**src/rtl/inpkt_config_multi_pkg.sv**
```systemverilog
// Shared pkt_comm definitions: receiver state encodings, err_code values and
// the msb() helper used to size counters and subtype registers.
package inpkt_config_multi_pkg;

  typedef enum logic [1:0] {
    ST_SUBTYPE = 2'd0,
    ST_DATA    = 2'd1,
    ST_ERROR   = 2'd2
  } state_t;

  localparam logic [1:0] ERR_NONE    = 2'd0;
  localparam logic [1:0] ERR_SUBTYPE = 2'd1;
  localparam logic [1:0] ERR_SHORT   = 2'd2;
  localparam logic [1:0] ERR_LONG    = 2'd3;

  // Bit index of the most significant set bit of n (0 for n <= 1).
  function automatic int unsigned msb(input int unsigned n);
    int unsigned r;
    r = 0;
    for (int unsigned i = 0; i < 32; i++) begin
      if ((n >> i) != 0) r = i;
    end
    return r;
  endfunction

endpackage

```
**src/rtl/inpkt_config_stage.sv**
```systemverilog
// Byte-lane staging register for inpkt_config_multi: indexed byte write and
// synchronous clear; data shows the register with this cycle's write applied.
module inpkt_config_stage
  import inpkt_config_multi_pkg::*;
#(
  parameter int unsigned N_BYTES = 2,
  parameter int unsigned IDX_W   = msb(N_BYTES) + 1
) (
  input  logic                 clk,
  input  logic                 rst,
  input  logic                 clr,
  input  logic                 we,
  input  logic [IDX_W-1:0]     idx,
  input  logic [7:0]           din,
  output logic [8*N_BYTES-1:0] data
);

  logic [8*N_BYTES-1:0] q;

  // Forwarding the pending byte lets the commit capture the final byte on the
  // same edge that samples it.
  always_comb begin
    data = q;
    for (int unsigned i = 0; i < N_BYTES; i++) begin
      if (we && idx == IDX_W'(i)) data[8*i +: 8] = din;
    end
  end

  always_ff @(posedge clk or posedge rst) begin
    if (rst) begin
      q <= '0;
    end else if (clr) begin
      q <= '0;
    end else begin
      q <= data;
    end
  end

endmodule

```
**src/rtl/inpkt_config_multi.sv**
```systemverilog
// Multi-subtype configuration packet receiver: subtype byte + little-endian
// payload, committed atomically per subtype. Optional INPKT_CONFIG_ERR_CLEAR_EN.
module inpkt_config_multi
  import inpkt_config_multi_pkg::*;
#(
  parameter int unsigned N_SUBTYPES = 2,
  parameter int unsigned DATA_WIDTH = 16
) (
  input  logic                             CLK,
  input  logic                             RST,
  input  logic [7:0]                       din,
  input  logic                             wr_en,
  input  logic                             pkt_end,
`ifdef INPKT_CONFIG_ERR_CLEAR_EN
  input  logic                             err_clr,
`endif
  output logic                             full,
  output logic [N_SUBTYPES*DATA_WIDTH-1:0] dout,
  output logic [N_SUBTYPES-1:0]            upd,
  output logic                             err,
  output logic [1:0]                       err_code
);

  localparam int unsigned N_BYTES = (DATA_WIDTH + 7) / 8;
  localparam int unsigned CW      = msb(N_BYTES) + 1;
  localparam int unsigned SW      = msb(N_SUBTYPES) + 1;

  state_t               state, state_next;
  logic [CW-1:0]        cnt, cnt_next;
  logic [SW-1:0]        sub, sub_next;
  logic [1:0]           code_next;
  logic                 err_q;
  logic                 commit, stage_clr, stage_we;
  logic                 sub_ok, last;
  logic [8*N_BYTES-1:0] stage_data;

  inpkt_config_stage #(
    .N_BYTES (N_BYTES),
    .IDX_W   (CW)
  ) u_stage (
    .clk  (CLK),
    .rst  (RST),
    .clr  (stage_clr),
    .we   (stage_we),
    .idx  (cnt),
    .din  (din),
    .data (stage_data)
  );

  assign sub_ok = (din != 8'd0) && (din <= 8'(N_SUBTYPES));
  assign last   = (cnt == CW'(N_BYTES - 1));

  always_comb begin
    state_next = state;
    cnt_next   = cnt;
    sub_next   = sub;
    code_next  = err_code;
    commit     = 1'b0;
    stage_clr  = 1'b0;
    stage_we   = 1'b0;
    case (state)
      ST_SUBTYPE: begin
        if (wr_en) begin
          if (!sub_ok) begin
            state_next = ST_ERROR;
            code_next  = ERR_SUBTYPE;
          end else if (pkt_end) begin
            state_next = ST_ERROR;
            code_next  = ERR_SHORT;
          end else begin
            sub_next   = din[SW-1:0];
            cnt_next   = '0;
            stage_clr  = 1'b1;
            state_next = ST_DATA;
          end
        end
      end
      ST_DATA: begin
        if (wr_en) begin
          stage_we = 1'b1;
          cnt_next = cnt + 1'b1;
          if (pkt_end && last) begin
            commit     = 1'b1;
            state_next = ST_SUBTYPE;
          end else if (pkt_end) begin
            state_next = ST_ERROR;
            code_next  = ERR_SHORT;
          end else if (last) begin
            state_next = ST_ERROR;
            code_next  = ERR_LONG;
          end
        end
      end
      ST_ERROR: begin
`ifdef INPKT_CONFIG_ERR_CLEAR_EN
        if (err_clr) begin
          state_next = ST_SUBTYPE;
          code_next  = ERR_NONE;
        end
`endif
      end
      default: state_next = ST_SUBTYPE;
    endcase
  end

  always_ff @(posedge CLK or posedge RST) begin
    if (RST) begin
      state    <= ST_SUBTYPE;
      cnt      <= '0;
      sub      <= '0;
      err_code <= ERR_NONE;
      err_q    <= 1'b0;
    end else begin
      state    <= state_next;
      cnt      <= cnt_next;
      sub      <= sub_next;
      err_code <= code_next;
      err_q    <= (state_next == ST_ERROR);
    end
  end

  always_ff @(posedge CLK or posedge RST) begin
    if (RST) begin
      dout <= '0;
      upd  <= '0;
    end else begin
      upd <= '0;
      for (int unsigned k = 0; k < N_SUBTYPES; k++) begin
        if (commit && sub == SW'(k + 1)) begin
          dout[DATA_WIDTH*k +: DATA_WIDTH] <= stage_data[DATA_WIDTH-1:0];
          upd[k]                           <= 1'b1;
        end
      end
    end
  end

  assign full = err_q;
  assign err  = err_q;

endmodule

```
**config.mk**
```make
export PLATFORM = sky130hd
export DESIGN_NAME = inpkt_config_multi
export DESIGN_NICKNAME = d
export VERILOG_FILES = /design/src/rtl/inpkt_config_multi_pkg.sv /design/src/rtl/inpkt_config_stage.sv /design/src/rtl/inpkt_config_multi.sv
export SDC_FILE = /design/constraint.sdc
export NUM_CORES = 1
export LEC_CHECK = 0
export CAP_MARGIN = 15
export CORE_MARGIN = 2
export CORE_UTILIZATION = 47
export DETAILED_ROUTE_END_ITERATION = 8
export GPL_ROUTABILITY_DRIVEN = 0
export PLACE_DENSITY = 0.76
export SLEW_MARGIN = 20
export SYNTH_ARGS = -nofsm -noshare
export SYNTH_HDL_FRONTEND = slang
export SYNTH_SLANG_ARGS = --single-unit
```
**constraint.sdc**
```tcl
create_clock -name CLK -period 2.5 [get_ports CLK]
set_clock_uncertainty 0.2 [all_clocks]
set_input_delay 0.625 -clock CLK [delete_from_list [all_inputs] [get_ports CLK]]
set_output_delay 0.625 -clock CLK [all_outputs]
set_load 0.01 [all_outputs]
```
# Word-level counts from Yosys, hierarchy flattened
# Cells that the tools add are included.
[totals]
reg_bits = 59
inputBits = 12
[op_classes]
add_sub_neg = 1
order_cmp = 1
eq_ne = 13
muxes = 35
n_bitwise = 1
reduce_logical = 13
[ops]
columns = ["op", "n"]
rows = [
  ["2-bit two-way mux", 18],
  ["16-bit two-way mux", 1],
  ["8-bit two-way mux", 2],
  ["1-bit two-way mux", 11],
  ["2-bit != test (second input constant)", 5],
  ["8-bit by 2-bit less-or-equal comparator with 1-bit output (second input constant)", 1],
  ["2-bit one-hot mux with 2 select lines", 2],
  ["8-bit nonzero test", 1],
  ["2-bit by 1-bit == test with 1-bit output (second input constant)", 3],
  ["2-bit == test (second input constant)", 3],
  ["1-bit logical AND", 6],
  ["3-bit != test (second input constant)", 2],
  ["2-bit one-hot mux with 3 select lines", 1],
  ["6-bit AND reduction", 1],
  ["5-bit AND reduction", 1],
  ["2-bit zero test", 2],
  ["4-bit AND reduction", 1],
  ["2-bit by 1-bit adder with 2-bit output (second input constant)", 1],
  ["2-bit nonzero test", 1],
  ["1-bit NOT", 1],
]

# Depth between registers and ports, before layout
# Gate-level depths: netlist (run 1).
[logic_depth]
word_depth = 7
ltp_mapped = 8
mapped_depth_nobuf = 6

# By module
# Synthesis (run 1) repeated with hierarchy kept, for this count alone.
[unflattened]
cells_unflattened = 212
area_unflattened_um2 = 2855.2
[by_module_without_submodules]
columns = ["mod", "n_inst", "cells_each", "area_per_inst_um2", "seq_area_each_um2"]
rows = [
  ["inpkt_config_multi", 1, 129, 1866.8, 1076.0],
  ["inpkt_config_stage", 1, 83, 988.4, 400.4],
]

# Worst setup path before layout (run 1)
# OpenSTA, ideal clock, no wires.
[synth_timing]
kind = "input to register"
startpoint = "input port pkt_end"
endpoint = "register cnt[0]"
arrival_time_ns = 1.624
slack_ns = 0.552
stages = 6
path_cell_list = "buf_2 > nor4b_2 > and4_1 > buf_4 > nor2_2 > mux2_2"
[synth_via]
elab_chain_cells = 2
[synth_rtl]
columns = ["element", "line", "source"]
rows = [
  ["from (decl)", "inpkt_config_multi.sv:13", "input logic pkt_end,"],
  ["2-bit != test (no line)", "-", ""],
  ["5-bit AND reduction (no line)", "-", ""],
  ["to (signal assigned)", "inpkt_config_multi.sv:115", "cnt <= cnt_next;"],
  ["to (decl)", "inpkt_config_multi.sv:29", "logic [CW-1:0] cnt, cnt_next;"],
]
# No other way between the ends.
# A chain may end at the register's enable or synchronous reset.

# Worst setup path after layout (run 1)
[layout_timing]
startpoint = "input port wr_en"
endpoint = "register dout[18]"
[layout_via]
elab_chain_cells = 4
[layout_rtl]
columns = ["element", "line", "source"]
rows = [
  ["from (decl)", "inpkt_config_multi.sv:12", "input logic wr_en,"],
  ["1-bit two-way mux", "inpkt_config_multi.sv:79", "if (wr_en) begin"],
  ["1-bit two-way mux", "inpkt_config_multi.sv:61", "case (state)"],
  ["1-bit logical AND", "inpkt_config_stage.sv:25", "if (we && idx == IDX_W'(i)) data[8*i +: 8] = din;"],
  ["8-bit two-way mux", "inpkt_config_stage.sv:25", ""],
  ["to (signal, indexed assignment)", "inpkt_config_multi.sv:130", "dout[DATA_WIDTH*k +: DATA_WIDTH] <= stage_data[DATA_WIDTH-1:0];"],
  ["to (decl)", "inpkt_config_multi.sv:18", "output logic [N_SUBTYPES*DATA_WIDTH-1:0] dout,"],
]
# Several ways; a longest one is shown, not always the timed one.

==> results by stage, run 1 <==
GRT:
- The aggregate global routing overflow is 0.
- The global-route wire length before repair is 7.48 mm.
- The initial antenna violation count came to 0.
- The all-layer global routing usage is 0.188.
- The via count of the first global-routing pass came to 1,511.
- The pin count of the biggest net entering global routing is 52.

Critical path:
- The highest-delay cell along the critical path is clkdlybuf4s50_1.
- By startpoint and endpoint, the worst setup path is classified as input port to flop.
- The data arrival time at the worst-slack endpoint is 2.15 ns.
- The worst setup path is launched from an input port.
- The sum of buffers and inverters on the critical path is 2.
- The endpoint kind of the worst setup timing path is a flop.
- The endpoint required time on the critical path is 2.48 ns.
- The dominant delay contributor by cell family on the critical path is buffers and inverters.
- The critical path goes through clkdlybuf4s50_1 -> and4b_1 -> nand4b_4 -> buf_4 -> nand2_1 -> o21ai_0.
- Of all nets on the critical path, the largest fanout is 17.
- The slack of the worst reg-to-reg path is 0.39 ns.
- The delay of the slowest cell on the worst path is 0.47 ns.

Finish:
- The layout net count is 254.
- The area growth from synthesis to layout is 31.7%.
- In the final layout, the share of cells above drive strength 1 is 0.204.
- 0 antenna diodes ended up in the layout.
- After the flow finishes, the layout carries non-filler instances totaling 292.
- Measured on the finished design, the core utilization comes to 0.652.

Power and ir drop:
- VDD sags by at most 0.000398 V.
- The share of power burned in registers is 0.607.
- The part of the total power dissipated in the clock network is 0.329.
- The power density of the placed cells is 476 mW/mm2.
- The combinational share of power is 0.064.
- The leakage dissipation is 1.41 nW.
- Cell internal power was estimated by the tool at 1.06 mW.
- The switching power is 0.307 mW.
- The switching share of total power is 0.224.

Routing:
- After detailed routing, the average wire length per cell comes to 14.9 um.
- After the first detailed-routing iteration, the DRC count stood at 84.
- The total via count in the routed design is 1,517.
- Before antenna repair, the detailed router went through 4 iterations.
- For this block, the routed nets add up to 4.36 mm of wire.
- The ratio of routed vias to standard cells is 5.20.
- The residual antenna-violating net count after detailed routing is 0.
- After detailed routing, the number of remaining DRC violations is 0.

Timing:
- Based on the critical path, the design can be clocked at up to 460 MHz.
- The time the worst path needs with I/O delays and setup is 2.17 ns.
- The number of failing setup endpoints in the final timing report is 0.
- The total negative setup slack is 0 ns.
- The final-layout worst hold slack is 0.289 ns.
- Setup repair after global routing left no endpoint under its margin.
- At the pin with the least slew margin, the transition time is 0.334 ns.
- In this run the tightest slew margin relative to its limit is 0.775.
- The share of the clock period used by the worst path after layout is 0.869.
- The final-report hold violation count was 0.
- The max-slew violation count is 0.

Floorplanning:
- The width of the chip is 72.2 um.
- The die height is 72.2 um.
- The count of standard-cell rows is 24.
- The overall die area is 0.00522 mm2.
- The total area inside the core boundary comes to 0.00441 mm2.
- For this configuration, the core starts out at a cell density of 0.495.
- The number of top-level pins is 50.

Synth:
- The per-instance average area after synthesis is 12.1 um2.
- The synthesized netlist contains 35 unique library cells.
- Synthesis produced a netlist with a net count of 195.
- The synthesized netlist cell count is 181.
- The register bit count reported by yosys is 51.
- Of the synthesized area, sequential elements account for 0.584.
- For this run, the number of Yosys warnings is 0.
- The area of the mapped netlist is 0.00219 mm2.

Outcome:
- The flow ran to the end, and the final reports show no timing, DRC or antenna violations.

CTS:
- In this run, post-CTS hold repair placed 0 buffers.
- The H-tree depth is 2.
- The root cell of the clock tree is clkbuf_8.
- The TritonCTS buffer count is 5.
- The buffer levels on the longest clock path is 2.
- The TritonCTS clock tree is built.
- The clock-pin slew of the registers on the worst-case setup and hold paths is 0.09 ns.
- The number of gates resized after CTS was 0.
- The buffer count from post-CTS setup fixing is 0.
- The clock sink total is 51.
- The source-to-sink clock delay at the later pin of the worst-skew pair is 0.30 ns.

Job:
- Across the run, the number of max-cap violations was 0.

Placement:
- Port buffering added 49 buffers.
- The number of placed instances, taps included, is 285.
- After legalization and detailed placement, the total HPWL measured 3.15 mm.

Worst hold path:
- The class of the most critical hold timing path is flop to flop.
tightest hold or removal path: cells and delay by family, from the launching register on:
| kind | cells | cell delay, ns |
|---|---|---|
| flip-flops | 1 | 0.35 |
| AO/OA/AOI/OAI | 1 | 0.06 |
| AND/OR/NAND/NOR | 1 | 0.05 |
cells in the mapped netlist:
| cell | instances | area share |
|---|---|---|
| nor4_1 | 1 | 0.0029 |
| nand4_1 | 1 | 0.0029 |
| buf_4 | 2 | 0.0069 |
| nand4b_4 | 1 | 0.011 |
| nor2_2 | 1 | 0.0029 |
| a21oi_1 | 5 | 0.011 |
| nand3_1 | 3 | 0.0069 |
| nor4_2 | 1 | 0.0057 |
| nor4b_2 | 1 | 0.0069 |
| mux2_2 | 11 | 0.057 |
| and4_1 | 1 | 0.0040 |
| and4b_1 | 1 | 0.0046 |
| buf_2 | 6 | 0.014 |
| mux2_4 | 6 | 0.041 |
| o21ai_0 | 19 | 0.043 |
| o31ai_1 | 2 | 0.0069 |
| a22oi_1 | 1 | 0.0034 |
| mux2i_1 | 8 | 0.037 |
| a31oi_1 | 1 | 0.0029 |
| o21ba_2 | 1 | 0.0046 |
| nand4_4 | 1 | 0.0097 |
| ha_1 | 2 | 0.011 |
| xor2_1 | 1 | 0.0040 |
| dfrtp_1 | 51 | 0.58 |
| buf_6 | 4 | 0.021 |
| clkbuf_1 | 2 | 0.0034 |
| inv_1 | 7 | 0.012 |
| nor3_1 | 1 | 0.0023 |
| o211ai_1 | 1 | 0.0034 |
| nand2_1 | 21 | 0.036 |
| nor2_1 | 12 | 0.021 |
| and3b_1 | 1 | 0.0040 |
| nand2_2 | 1 | 0.0029 |
| nor2b_1 | 1 | 0.0029 |
| xnor2_1 | 2 | 0.0080 |
placed cells by master (no fill, tap or decap), types with 3 or more instances in the layout:
| cell type | count |
|---|---|
| mux2i_1 | 8 |
| nor2_1 | 12 |
| a21oi_1 | 5 |
| o21ai_0 | 19 |
| nand2_1 | 21 |
| inv_1 | 6 |
| dfrtp_1 | 51 |
| buf_4 | 15 |
| mux2_4 | 6 |
| clkdlybuf4s50_1 | 49 |
| nand3_1 | 3 |
| clkbuf_8 | 5 |
| mux2_2 | 11 |
final timing paths:
kind,start,to,depth (start not counted)
min reg2reg,dout[2],dout[2],2
min,dout[2],dout[2],2
min in group asynchronous,RST,dout[8],3
max,wr_en,dout[18],6
max reg2reg,cnt[1],dout[18],7
max in group asynchronous,RST,dout[14],3
through the flow:
step | setup slack, ns | cell area [um2] | power, mW
finish | 0.328 | 2880 | 1.37
global route | 0.205 | 2880 | 1.43
CTS | 0.337 | 2880 | 1.39
detailed placement | 0.00375 | 2800 | 0.937
global placement | 0.0626 | 2800 | 0.936
floorplan | 0.445 | 2190 | 0.881
area by class of cell:
type | instances | area, um2
fillers | 365 | 1530
inverters | 7 | 26.3
multi-input cells | 109 | 787
flip-flops and latches | 51 | 1280
well taps | 52 | 65.1
repair buffers | 66 | 643
clock inverters | 2 | 13.8
clock buffers | 5 | 68.8
per-layer routing:
layer / up-vias / GRT usage / share of wire
li1: 734 / - / -
met1: 736 / 0.268 / 0.48
met2: 40 / 0.291 / 0.46
met3: 7 / 0.0333 / 0.043
met4: 0 / 0.0671 / 0.013
met5: - / 0 / 0
flip-flops by register name (all words and copies together) (netlist names):
| signal | flops |
|---|---|
| dout | 32 |
| u_stage.q | 8 |
| cnt | 2 |
| err_code | 2 |
| state | 2 |
| sub | 2 |
| upd | 2 |
| err | 1 |
power groups by stage:
| stage | clock network (mW) | logic [mW] | registers, mW |
|---|---|---|---|
| 6_report | 0.451 | 0.0877 | 0.831 |
| 5_1_grt | 0.497 | 0.0973 | 0.832 |
| 4_1_cts | 0.470 | 0.0896 | 0.831 |
| 3_5_place_dp | 0 | 0.0890 | 0.848 |
| 3_3_place_gp | 0 | 0.0880 | 0.848 |
| 2_1_floorplan | 0 | 0.0307 | 0.850 |
cell families (layout without fill, tap and decap cells):
family | after synthesis | count (layout) | synth area share
AO/OA/AOI/OAI | 30 | 30 | 0.0761
XOR/XNOR | 3 | 3 | 0.0120
adder cells (fa/ha/maj) | 2 | 2 | 0.0114
buffers and inverters | 21 | 80 | 0.0566
flip-flops | 51 | 51 | 0.584
multiplexers | 25 | 25 | 0.134
AND/OR/NAND/NOR | 49 | 49 | 0.126
Note: power is estimated with default switching activity, not from simulation.
==> inputs of run 2 (changes only) <==
GPL_TIMING_DRIVEN = 0   (was not set)
==> run 2 against run 1 <==
Against the previous run:
- die area stayed put
- non-clock buffer count is 5 lower
- critical path depth stayed put
- worst hold slack better by 0.00079 ns
- final cell count is 1.4% lower
- sequential power hardly changed
- sequential share of layout area is 0.41 points higher
- register-to-register slack better by 0.07 ns
- critical endpoint is now dout[2]
- largest cell class unchanged
==> results by stage, run 2 (synthesized netlist as in run 1, its figures left out) <==
CTS:
- TritonCTS built the clock tree.
- The post-cts resize count is 0.
- The root cell of the clock tree is clkbuf_8.
- The hold-fix buffer count after cts is 0.
- The clock drives 51 sinks.
- After clock tree synthesis, the clock-pin slew on the worst setup and hold paths is 0.09 ns.
- The buffer levels on the longest clock path is 2.
- After clock tree synthesis, the setup repair step added 0 buffers.
- The source-to-sink clock delay at the later pin of the worst-skew pair is 0.30 ns.
- Counting the buffers created by CTS gives 5.
- The H-tree depth is 2.

Timing:
- The final-report hold violation count is 0.
- The number of failing setup endpoints in the final timing report is 0.
- The relative max-transition margin is 0.698.
- The maximum frequency from static timing analysis is 435 MHz.
- The final-layout worst hold slack is 0.290 ns.
- The max-slew violation count is 0.
- Once routing completed, OpenROAD measured the worst setup slack at 0.202 ns.
- The slew at the pin with the worst max-slew slack is 0.453 ns.
- Of the available clock period, the critical path in the final layout requires 0.919.
- The time the worst path needs with I/O delays and setup is 2.30 ns.
- Setup repair after global routing left no endpoint under its margin.

Power and ir drop:
- For this design the ratio of total power to cell area is 529 mW/mm2.
- The leakage dissipation is 1.39 nW.
- Overall power consumption after layout is estimated at 1.51 mW.
- IR analysis of the VDD net gives a maximum drop of 0.000290 V.

Placement:
- The worst-case setup slack after placement is -0.129 ns.
- The number of buffer cells added on primary ports is 46.
- The standard cell area after detailed placement is 0.00273 mm2.
- The wire-length estimate of the detail-placed layout is 3.26 mm.

Critical path:
- The endpoint required time on the critical path is 2.48 ns.
- The peak fanout along the critical path is 9.
- STA puts the critical path data arrival time at 2.28 ns.
- Among all stages on the critical path, the largest delay is contributed by clkdlybuf4s50_1.
- The critical path goes through clkdlybuf4s50_1 -> and3b_1 -> clkbuf_1 -> nand2_2 -> mux2i_1 -> o21ai_0.
- The worst setup path is launched from an input port.
- The category of the critical setup timing path is input port to flop.
- The delay of the slowest cell on the worst path is 0.61 ns.
- STA classifies the critical path endpoint as a flop.

Finish:
- Summing all non-filler instances in the final layout gives an area of 0.00285 mm2.
- In the layout the commonest cells are dfrtp_1, clkdlybuf4s50_1, nand2_1.
- The layout net count is 249.
- The number of antenna diodes in the final layout is 0.
- The area growth from synthesis to layout is 30.5%.
- In the final layout, the registers with the most flip-flops are dout (32), u_stage.q (8).
- The fraction of layout instances using a drive strength above 1 is 0.195.
- The flip-flop count of the largest register after layout is 32.
- The largest register by flop count is dout.
- Leaving out fill and tap cells, the most frequent cell in the layout is dfrtp_1.

Routing:
- The final wirelength is 4.41 mm.
- Using the TritonRoute via totals, the vias-per-cell ratio works out to 5.21.
- Detailed routing inserted a total of 1,500 vias.
- The number of design rule violations left after detail routing is 0.
- In this run the remaining antenna-violating nets after routing total 0.
- After detailed routing, the average wire length per cell comes to 15.3 um.
- The pre-antenna-repair detailed-routing pass consisted of 4 iterations.
- The detailed router finished its first iteration with 35 violations.

Job:
- The tool flagged a number of max-cap violations equal to 0.

GRT:
- For met2 alone, demand over resource in global routing was 0.292.
- The fraction of met1 tracks used by global routing is 0.252.
- The via count of the first global-routing pass is 1,437.
- The initial antenna violation count is 0.
- Summed over all layers, the global routing overflow is 0.
- Entering global routing, the biggest net connects 33 pins.
- After global routing, the most crowded layer is met2.
- The all-layer global routing usage is 0.186.
- For met3 alone, demand over resource in global routing was 0.0431.
- The global-route wire length before repair is 7.25 mm.

Floorplanning:
- For this design the top-level I/O count stands at 50.
- The floorplan step defined a die boundary enclosing 0.00522 mm2.
- The initial utilization of the core area, before any placement, comes to 0.495.
- The die height is 72.2 um.
- Measured along the x axis, the die boundary spans 72.2 um.
- The core region is 0.00441 mm2.
- In this run the core area contains 24 standard-cell rows.

Worst hold path:
- The class of the most critical hold timing path is flop to flop.

Outcome:
- The flow ran to the end, and the final reports show no timing, DRC or antenna violations.
## run 2: cell count changes in the layout (fill, tap and decap cells not counted)
cell	change
clkdlybuf4s50_1	-3
buf_4	-13
inv_6	+1
clkinv_2	-1
buf_2	+6
bufinv_16	+1
buf_6	+4
clkbuf_1	+2
buf_12	-1
clkinv_4	-1
clkbuf_8	+1
## run 2: final timing paths
check	start	end	slack, ns	cells after the start
hold reg to reg	dout[18]	dout[18]	0.29	2
setup / recovery	wr_en	dout[2]	0.20	6
max in group asynchronous	RST	sub[0]	1.15	3
setup reg to reg	cnt[1]	dout[10]	0.46	7
min in group asynchronous	RST	dout[24]	0.44	2
hold / removal	dout[18]	dout[18]	0.29	2
## run 2: per-stage QoR
step                utilization  std cells  TNS (ns)
finish                    0.647        288         0
global route              0.647        288         0
CTS                       0.647        288         0
detailed placement        0.619        280     -2.86
global placement          0.615        279    -27.48
floorplan                     -        181         0
## run 2: power breakdown
group          switching, mW  internal [mW]  total (mW)
clock network          0.276          0.329       0.605
logic                 0.0421         0.0308      0.0729
registers            0.00281          0.829       0.831
## run 2: critical path: cells and delay by family
kind | cells | cell delay [ns]
buf+inv | 2 | 0.82
simple gates | 2 | 0.41
mux | 1 | 0.30
compound gates | 1 | 0.13
## run 2: final cells by class
cell class | instances | area [um2]
Fill cell | 344 | 1560
Sequential cell | 51 | 1280
Multi-Input combinational cell | 109 | 787
Timing Repair Buffer | 47 | 480
Buffer | 14 | 97.6
Clock buffer | 6 | 82.6
Tap cell | 52 | 65.1
Clock inverter | 2 | 38.8
Inverter | 7 | 26.3
## run 2: layer usage
layer	share of wire	vias to the layer above	wire length (um)
met5	0	-	0
met1	0.46	738	2030
met2	0.48	39	2110
li1	-	718	-
met3	0.046	5	201
met4	0.017	0	73
